## src/rtl/serial_adder_pkg.sv

```systemverilog
// Shared definitions for the bit-serial adder: FSM state encoding and counter sizing.
package serial_adder_pkg;

  localparam logic [1:0] ST_IDLE  = 2'd0;
  localparam logic [1:0] ST_SHIFT = 2'd1;
  localparam logic [1:0] ST_DONE  = 2'd2;

  typedef enum logic [1:0] {
    S_IDLE  = ST_IDLE,
    S_SHIFT = ST_SHIFT,
    S_DONE  = ST_DONE
  } state_t;

  // Bit counter only has to reach WIDTH-1.
  function automatic int cnt_width(input int w);
    return (w < 2) ? 1 : $clog2(w);
  endfunction

endpackage

```

## src/rtl/full_adder_bit.sv

```systemverilog
// One-bit combinational full adder; the single arithmetic stage of the serial adder.
module full_adder_bit (
  input  logic A,
  input  logic B,
  input  logic Cin,
  output logic Sum,
  output logic Carry
);

  assign Sum   = A ^ B ^ Cin;
  assign Carry = (A & B) | (A & Cin) | (B & Cin);

endmodule

```

## src/rtl/serial_adder_ctrl.sv

```systemverilog
// Bit-serial WIDTH-bit adder: feeds operands LSB-first through one full adder,
// recirculating the carry and shifting sum bits into the result register.
module serial_adder_ctrl
  import serial_adder_pkg::*;
#(
  parameter int WIDTH = 8
) (
  input  logic             clk,
  input  logic             rst,
  input  logic             start,
  input  logic [WIDTH-1:0] A,
  input  logic [WIDTH-1:0] B,
  input  logic             Cin,
  output logic             busy,
  output logic             done,
  output logic [WIDTH-1:0] Sum,
  output logic             Carry
);

  localparam int              CW   = cnt_width(WIDTH);
  localparam logic [CW-1:0]   LAST = CW'(WIDTH - 1);

  state_t           state;
  logic [WIDTH-1:0] sh_a;
  logic [WIDTH-1:0] sh_b;
  logic             carry_q;
  logic [CW-1:0]    cnt;
  logic             s;
  logic             c;

  full_adder_bit u_fa (
    .A     (sh_a[0]),
    .B     (sh_b[0]),
    .Cin   (carry_q),
    .Sum   (s),
    .Carry (c)
  );

  assign busy = (state == S_SHIFT) || (state == S_DONE);
  assign done = (state == S_DONE);

  always_ff @(posedge clk) begin
    if (rst) begin
      state   <= S_IDLE;
      sh_a    <= '0;
      sh_b    <= '0;
      carry_q <= 1'b0;
      cnt     <= '0;
      Sum     <= '0;
      Carry   <= 1'b0;
    end else begin
      case (state)
        S_IDLE: begin
          if (start) begin
            sh_a    <= A;
            sh_b    <= B;
            carry_q <= Cin;
            cnt     <= '0;
            Sum     <= '0;
            state   <= S_SHIFT;
          end
        end
        S_SHIFT: begin
          // Result bits arrive LSB-first, so they enter at the MSB and walk down.
          Sum     <= {s, Sum[WIDTH-1:1]};
          sh_a    <= sh_a >> 1;
          sh_b    <= sh_b >> 1;
          carry_q <= c;
          if (cnt == LAST) begin
            Carry <= c;
            state <= S_DONE;
          end else begin
            cnt <= cnt + 1'b1;
          end
        end
        S_DONE: begin
          state <= S_IDLE;
        end
        default: begin
          state <= S_IDLE;
        end
      endcase
    end
  end

endmodule

```

## config.mk

```make
export PLATFORM = sky130hd
export DESIGN_NAME = serial_adder_ctrl
export DESIGN_NICKNAME = d
export VERILOG_FILES = /design/src/rtl/serial_adder_pkg.sv /design/src/rtl/full_adder_bit.sv /design/src/rtl/serial_adder_ctrl.sv
export SDC_FILE = /design/constraint.sdc
export NUM_CORES = 1
export LEC_CHECK = 0
export ABC_AREA = 1
export CAP_MARGIN = 20
export CORE_MARGIN = 3
export CORE_UTILIZATION = 35
export CTS_CLUSTER_SIZE = 10
export DETAILED_ROUTE_END_ITERATION = 8
export GPL_TIMING_DRIVEN = 0
export PLACE_DENSITY = 0.57
export REMOVE_ABC_BUFFERS = 1
export SLEW_MARGIN = 15
export SYNTH_ARGS = -nofsm -noshare
export SYNTH_HDL_FRONTEND = slang
export SYNTH_SLANG_ARGS = --single-unit
```

## constraint.sdc

```tcl
create_clock -name clk -period 2.2 [get_ports clk]
set_clock_uncertainty 0.1 [all_clocks]
set_input_delay 0.44 -clock clk [delete_from_list [all_inputs] [get_ports clk]]
set_output_delay 0.44 -clock clk [all_outputs]
set_load 0.05 [all_outputs]
```

==> results.txt, run 1 <==
Yosys warnings -> 0
Antenna Cells -> 0
Synth area leader -> dfxtp_1
WL per Instance -> 10.6 um
Initial DRC count -> 79
Via count -> 1325
Total GRT Usage -> 12.6%
Fin. max-slew vios -> 0
Worst EP arrival -> 1.56 ns
Yosys reg bits -> 31
Max-cap viol count -> 0
First-pass GRT wire length -> 5210 um
DIE AREA -> 5150 sq um
Origin of the worst setup path -> state[0]
CTS H-tree lvls -> 2
Placed cells -> 285
Design area -> 1920 sq um
Setup slack, reg-to-reg -> 0.34 ns
Post-CTS Setup Bufs -> 0
GRT overflow -> 0
Sink Count -> 31
Synth Area per Inst -> 7.04 sq um
Final Hold Fails -> 0
Root buf cell -> clkbuf_8
Yosys cell types -> 21
Relative slew slack -> 65.0%
CTS clk-pin slew, worst paths -> 0.07 ns
Post-DRT Antenna Nets -> 0
Fin crit period -> 2.10 ns
Clk Latency, worst-skew pair -> 0.28 ns
R2r startpoint -> state[1]
Largest net degree at the start of global routing -> 26
Type of the worst setup path -> register to primary output
CTS Buf Count -> 5
Maximum clock frequency -> 477 MHz
Crit Path Max Fanout -> 4
DP HPWL -> 1980 um
NumNets Final -> 270
Total Wirelength -> 3110 um
Row count -> 23
Vias in the first global route -> 1188
Leakage -> 0.852 nW
Initial Util -> 37.0%
Slowest stage cell, crit path -> dlygate4sd2_1
Hold buffers post-CTS -> 0
CTS tree -> yes
Worst Setup EP -> busy
Register-to-Register Path Depth -> 7
Drt pass-1 iters -> 4
Min-delay worst type -> register to register
Io pins -> 31
Period utilization -> 95.4%
Worst vdd ir -> 392 uV
Synth top area share -> 41.0%
CTS max path bufs -> 2
Status -> completed
Mapped Area -> 1510 sq um
Vias/cell -> 4.52
Die Span Y -> 71.8 um
Worst path required time -> 1.66 ns
Cell Chain, Critical Path -> inv_1 -> ha_1 -> dlygate4sd2_1
P&R area growth vs syn -> 26.6%
CP endpoint kind -> primary output
Non-filler instance count after layout -> 293
Largest cells by area after synthesis -> dfxtp_1 (41%), nand2_1 (15%), nor2_1 (8.7%)
Seq/Total Area, Yosys -> 41.0%
PD cells -> 802 nW/um^2
CP peak stage delay -> 0.52 ns
Routability cong. -> 0.689
Share of cells above drive strength 1 -> 7.41%
Mapped Cells -> 215
CP Launch Type -> register
Worst R2R End -> carry_q
Setup TNS -> 0 ns
RSZ-0062 raised after global routing -> false
Final setup viols -> 0
Fill cell count -> 429
Placed inst area -> 1800 sq um
DR DRC count -> 0
Least-Margin Pin Slew -> 0.524 ns
Die X -> 71.8 um
Initial antenna violation count -> 0
Core area -> 4090 sq um
Hold WS -> 0.367 ns
I/O Buffers -> 30
==> cells by family (layout without fill, tap and decap cells) <==
kind of cell / count (synthesis) / in the layout / synth area share [%]
AOI/OAI and AO/OA: 35 / 35 / 11.6
adders and majority gates: 8 / 8 / 7.11
buffers and inverters: 26 / 54 / 9.09
DFF: 31 / 31 / 41.0
and+or+nand+nor: 115 / 115 / 31.2
==> worst min-delay path by stage <==
stage	startpoint	end	slack, ns	depth (start not counted)
finish	sh_a[7]	sh_a[7]	0.37	2
global route	Sum[0]	Sum[0]	0.39	2
CTS	sh_a[7]	sh_a[7]	0.37	2
detailed placement	sh_a[7]	sh_a[7]	0.36	2
global placement	sh_a[7]	sh_a[7]	0.36	2
floorplan	sh_a[7]	sh_a[7]	0.34	2
==> synth_stat cells <==
cell / instances
inv_6: 1
buf_4: 4
a21oi_1: 16
buf_1: 1
o21ai_0: 19
inv_2: 1
ha_1: 7
clkbuf_2: 1
dfxtp_1: 31
buf_2: 2
nand3_1: 12
nor3_1: 1
fa_1: 1
nor2_1: 35
clkbuf_1: 1
buf_12: 1
nand2_2: 6
nand2_1: 59
or2_0: 1
inv_1: 14
nand2_4: 1
==> final cells by class <==
cell class	count	area (sq um)	area share [%]
Sequential cell	31	621	32.4
Clock inverter	3	43.8	2.28
Timing Repair Buffer	30	298	15.5
Multi-Input combinational cell	158	758	39.6
Tap cell	50	62.6	3.26
Inverter	16	65.1	3.39
Clock buffer	5	68.8	3.59
==> power breakdown <==
group / internal (W) / total [W] / switching, W
Sequential: 0.000616 / 0.000643 / 0.0000270
Clock: 0.000337 / 0.000555 / 0.000218
Combinational: 0.000120 / 0.000339 / 0.000219
==> per-layer routing <==
layer / part of all wire [%] / vias to the layer above / wire length (um) / track usage (%)
li1: - / 730 / - / -
met1: 50 / 561 / 1560 / 17.0
met2: 43 / 29 / 1330 / 18.6
met3: 5.4 / 5 / 169 / 4.35
met4: 1.5 / 0 / 48 / 4.38
met5: 0 / - / 0 / 0
==> sequential cells by signal, summed over array words and instances, names as in the netlist <==
signal,cells
cnt,3
Carry,1
sh_a,8
Sum,8
sh_b,8
carry_q,1
state,2
==> what timing repair did <==
| item | 4_1_cts | 5_1_grt |
|---|---|---|
| endpoints found under the setup margin | 2 | 26 |
| resized for setup | 2 | 1 |
| endpoints found under the hold margin | 0 | 0 |
==> critical path, delay by kind of cell (launching register included) <==
kind	cells	cell delay, ns
flip-flops	1	0.38
buffers and inverters	2	0.62
adder cells (fa/ha/maj)	1	0.28
==> layout by cell type (no fill, tap or decap), drive strengths merged <==
master,netlist,routed
a21oi,16,16
clkinv,0,2
clkdlybuf4s50,0,28
nand3,12,12
nor3,1,1
ha,7,7
dfxtp,31,31
nor2,35,35
fa,1,1
dlygate4sd2,0,2
o21ai,19,19
nand2,66,66
inv,16,16
or2,1,1
clkbuf,2,5
bufinv,0,1
==> stage by stage <==
step                      utilization, %  power (W)  setup WS [ns]
after global routing                46.9    0.00164         0.0236
after global placement              44.2    0.00100        -0.0188
final                               46.9    0.00154          0.102
after floorplan                        -   0.000889          0.471
after detailed placement            44.2    0.00100         0.0260
after CTS                           46.8    0.00156         0.0149
No activity file was read; power rests on OpenSTA's default activity.
==> inputs of run 2 (changes only) <==
- SLEW_MARGIN: 15 -> unset
==> results of run 2 <==
No change in the layout: final DEF, timing and power equal those of run 1.
==> inputs of run 3 (changes only) <==
- CORE_UTILIZATION: 35 -> 54
- CTS_CLUSTER_SIZE: 10 -> 20
- PLACE_DENSITY: 0.57 -> 0.82
==> run 3 against run 2 <==
  * Register-to-register slack hardly changed
  * Final area is 3.8% lower
  * Sequential power hardly changed
  * Largest power group unchanged
  * Final cell count is 6.8% lower
  * Total power is 11% lower
  * Combinational power hardly changed
  * Die area is 33% lower
  * Sequential share of layout area is 1.3 points higher
  * Maximum frequency is 1.1% higher
  * Sequential cell count stayed put
  * Worst setup slack better by 0.024 ns
  * Clock power is 32% lower
==> results.txt, run 3 (same netlist as run 1, synthesis figures left out) <==
Status -> completed
Register-to-Register Path Depth -> 7
Min-delay worst type -> register to register
Hold WS -> 0.377 ns
Worst hold stages -> 2
I/O Buffers -> 30
Die X -> 59.0 um
Clk Latency, worst-skew pair -> 0.33 ns
Setup slack, reg-to-reg -> 0.33 ns
Design area -> 1840 sq um
Final setup viols -> 0
Initial DRC count -> 72
WHS Endpoint -> cnt[1]
Setup TNS -> 0 ns
RSZ-0062 raised after global routing -> false
Initial Util -> 59.0%
Largest registers -> Sum x8, sh_a x8, sh_b x8
PnR Total Power -> 0.00136 W
Root buf cell -> clkbuf_4
Antenna Cells -> 0
Io pins -> 31
Hold buffers post-CTS -> 0
Via count -> 1403
Cell family with most CP delay -> buffers and inverters
Commonest non-fill, non-tap cell in the layout -> nand2_1
Final Hold Fails -> 0
NumNets Final -> 270
Share of cells above drive strength 1 -> 7.41%
Post-DRT Antenna Nets -> 0
Worst vdd ir -> 652 uV
Row count -> 18
Internal power -> 0.000922 W
Max-cap viol count -> 0
Period utilization -> 94.3%
GRT overflow -> 0
Crit Path Max Fanout -> 3
Fin. max-slew vios -> 0
HP Start -> cnt[1]
Routability cong. -> 0.849
Sink Count -> 31
Fraction of power spent switching nets -> 32.4%
CP endpoint kind -> primary output
Maximum clock frequency -> 482 MHz
Commonest non-fill, non-tap cells in the layout -> nand2_1 (59), nor2_1 (35), dfxtp_1 (31)
Placed inst area -> 1780 sq um
PD cells -> 740 nW/um^2
WP buf/inv -> 1
Worst path required time -> 1.66 ns
Type of the worst setup path -> register to primary output
Worst EP arrival -> 1.53 ns
Leakage -> 0.830 nW
CP peak stage delay -> 0.82 ns
Slowest stage cell, crit path -> clkdlybuf4s50_1
P&R area growth vs syn -> 21.8%
Core area -> 2570 sq um
Post-CTS Setup Bufs -> 0
DIE AREA -> 3480 sq um
Relative slew slack -> 66.8%
CTS max path bufs -> 2
Largest net degree at the start of global routing -> 26
CP Launch Type -> register
Least-Margin Pin Slew -> 0.497 ns
Die Span Y -> 59.0 um
Drt pass-1 iters -> 4
Cell Chain, Critical Path -> clkdlybuf4s50_1
DR DRC count -> 0
Vias/cell -> 5.14
WL per Instance -> 11.9 um
Total GRT Usage -> 21.2%
DP HPWL -> 2120 um
Fin crit period -> 2.07 ns
Initial antenna violation count -> 0
Total Wirelength -> 3240 um
CTS Buf Count -> 5
First-pass GRT wire length -> 5620 um
CTS clk-pin slew, worst paths -> 0.09 ns
R2r startpoint -> state[1]
Clock network power share -> 27.9%
Register share of total power -> 47.2%
CTS H-tree lvls -> 2
Worst R2R End -> state[0]
Psw -> 0.000442 W
Gate power share -> 25.0%
Vias in the first global route -> 1332
CTS tree -> yes
[run 3: worst min-delay path: cells and delay by family, from the launching register on]
kind               cells  cell delay, ns
DFF                    1            0.32
and+or+nand+nor        1            0.06
AOI/OAI and AO/OA      1            0.05
[run 3: area by class of cell]
type / instances / area, sq um
Clock buffer: 8 / 68.8
Multi-Input combinational cell: 158 / 758
Timing Repair Buffer: 30 / 294
Inverter: 16 / 65.1
Sequential cell: 31 / 621
Fill cell: 220 / 723
Tap cell: 30 / 37.5
[run 3: stage by stage]
step | worst slack (ns) | instances | util [%]
floorplan | 0.471 | 205 | -
global placement | 0.0567 | 265 | 69.3
detailed placement | 0.0388 | 265 | 69.3
CTS | 0.0224 | 273 | 71.9
global route | 0.0745 | 273 | 71.8
finish | 0.126 | 273 | 71.8
[run 3: how the worst max path moves through the flow]
stage	start	endpoint	slack, ns	cells past startpoint
after global placement	state[1]	state[0]	0.06	7
final	Sum[2]	Sum[2]	0.13	1
after floorplan	state[1]	state[0]	0.47	7
after detailed placement	state[1]	state[0]	0.04	7
after CTS	state[1]	state[0]	0.02	7
after global routing	Sum[3]	Sum[3]	0.07	1
[run 3: layer usage]
metal  track usage [%]  routed length, um  up-vias
li1                  -                  -      729
met5                 0                  0        -
met4              9.39                 53        0
met1              24.6               1370      622
met3              6.14                229        6
met2              36.1               1590       46
[run 3: timing repair]
| item | 4_1_cts | 5_1_grt |
|---|---|---|
| pin swaps | 0 | 0 |
| gates resized for setup | 2 | 3 |
| endpoints found under the setup margin | 2 | 27 |
[run 3: power groups by stage]
stage	combinational [W]	clock (W)	sequential [W]
detailed placement	0.000343	0	0.000656
finish	0.000340	0.000380	0.000643
floorplan	0.000233	0	0.000656
CTS	0.000341	0.000395	0.000643
global placement	0.000331	0	0.000652
global route	0.000391	0.000416	0.000652
==> RTL edit (config.mk and constraints of run 2) <==
Set the parameter `WIDTH` to 9 (it was 8).
--- a/src/rtl/serial_adder_ctrl.sv
+++ b/src/rtl/serial_adder_ctrl.sv
@@ -4,5 +4,5 @@
   import serial_adder_pkg::*;
 #(
-  parameter int WIDTH = 8
+  parameter int WIDTH = 9
 ) (
   input  logic             clk,
Ports: changed (resized A, B and Sum); port bits go from 31 to 34. No check against the original RTL was run, so the function may have changed too.
==> RTL edit against run 2 <==
- via count increased by 8.5%
- worst setup slack improved by 0.045 ns
- sequential cell count increased by 4
- global-route usage increased by 0.69 points
- cell area increased by 10%
- synthesized area increased by 11%
- wire length increased by 12%
- final cell count increased by 2.4%
- hold slack got worse by 0.0048 ns
Power is not compared: it rests on default switching activity, and its combinational part moved more than twofold at a synthesized area within 25%.
==> RTL edit: results (changes against run 2) <==
run status=completed (unchanged); worst slack, placed=-0.1315 ns (was 0.02605 ns); htree depth=2 (unchanged); hold path start=Sum[0] (was sh_a[7]); Total GRT Usage=13.24% (was 12.55%); crit path DAT=1.51 ns (was 1.56 ns); DRT Wirelength=3477 um (was 3111 um); Mapped Avg Cell Area=7.690 um^2 (was 7.042 um^2); total placed cells including tap cells=291 (was 285); met3 GRT Util=4.749% (was 4.348%); top cells by area, synth=dfxtp_1 42%, nand2_1 16%, o211a_1 8.3% (was dfxtp_1 41%, nand2_1 15%, nor2_1 8.7%); share of layout cells above drive strength 1=6.855% (was 7.407%); Seq/Total Area, Yosys=41.60% (was 40.99%); Final HPWL DP=2274 um (was 1979 um); top cells by count, synth=74 x nand2_1, 35 x dfxtp_1, 24 x nand3_1 (was 59 x nand2_1, 35 x nor2_1, 31 x dfxtp_1); global-route met2 utilization=21.76% (was 18.57%); first-pass GRT wire length=5823 um (was 5209 um); fillcell total=450 (was 429); Hold WS=0.3623 ns (was 0.3672 ns); R2R setup slack=0.17 ns (was 0.34 ns); WHS Endpoint=Sum[0] (was sh_a[7]); # nets final=276 (was 270); reg2reg end=sh_b[0] (was carry_q); Final Instance Area=2116 um^2 (was 1917 um^2); input/output buffers=33 (was 30); largest net degree at the start of global routing=36 (was 26); GR Layer Usage met1=16.26% (was 16.98%); CP Max Fanout=3 (was 4); Worst-Margin Slew=0.7566 ns (was 0.5235 ns); Placer Congestion=0.6690 (was 0.6894); DP Area=1987 um^2 (was 1804 um^2); max_cap viols=0 (unchanged); largest registers=Sum x9, sh_a x9, sh_b x9 (was Sum x8, sh_a x8, sh_b x8); WL/cell=11.59 um (was 10.62 um)
## RTL edit: changes by cell type in the layout (fill, tap and decap cells not counted), moves of 2 or more
cell and change:
o21ai_0 -15, dfxtp_1 +4, nor2_1 -28, clkinvlp_4 +2, nand2_2 -6, clkdlybuf4s50_1 +3, o211a_1 +14, nand2_1 +15
nand4_1 +2, nand3_1 +12
## RTL edit: critical path, delay by kind of cell, from the launching register on
family                   cells  cell delay, ns
adder cells (fa/ha/maj)      1            0.27
buffers and inverters        2            0.60
flip-flops                   1            0.35
## RTL edit: layout make-up
type	instances	area share, %
Multi-Input combinational cell	153	38.91
Sequential cell	35	33.12
Timing Repair Buffer	33	15.49
Clock buffer	6	3.903
Inverter	18	3.489
Tap cell	52	3.075
Clock inverter	2	1.656
Timing Repair inverter	1	0.3548
## RTL edit: repair_timing
action / in CTS / in global routing
resized for setup: 3 / 2
setup endpoints to repair: 34 / 2
endpoints found under the hold margin: 0 / 0
gates cloned: 0 / 1
hold buffers: 0 / 0
## RTL edit: cells by family after synthesis
family | Yosys count | share of synthesized area [%]
AOI/OAI and AO/OA | 35 | 14.71
adders and majority gates | 7 | 5.646
buffers and inverters | 31 | 9.658
DFF | 35 | 41.60
and+or+nand+nor | 111 | 28.38
## RTL edit: worst max path at each step
stage,depth (start not counted),slack [ns],to,from
floorplan,9,0.34,cnt[3],state[1]
finish,3,0.15,busy,state[0]
CTS,4,0.11,sh_b[0],rst
global route,4,-0.01,sh_b[0],rst
global placement,9,-0.12,cnt[3],state[1]
detailed placement,4,-0.13,sh_b[0],rst
## RTL edit: metal layers
layer,wire [um],vias up
li1,-,768
met4,27,0
met5,0,-
met2,1658,28
met3,192,4
met1,1598,637
## RTL edit: power breakdown
group / internal (mW) / total [mW] / switching (mW) / leakage (nW)
Combinational: 0.313 / 0.912 / 0.599 / 0.614
Sequential: 0.790 / 0.873 / 0.0827 / 0.287
Clock: 0.367 / 0.595 / 0.228 / 0.0612
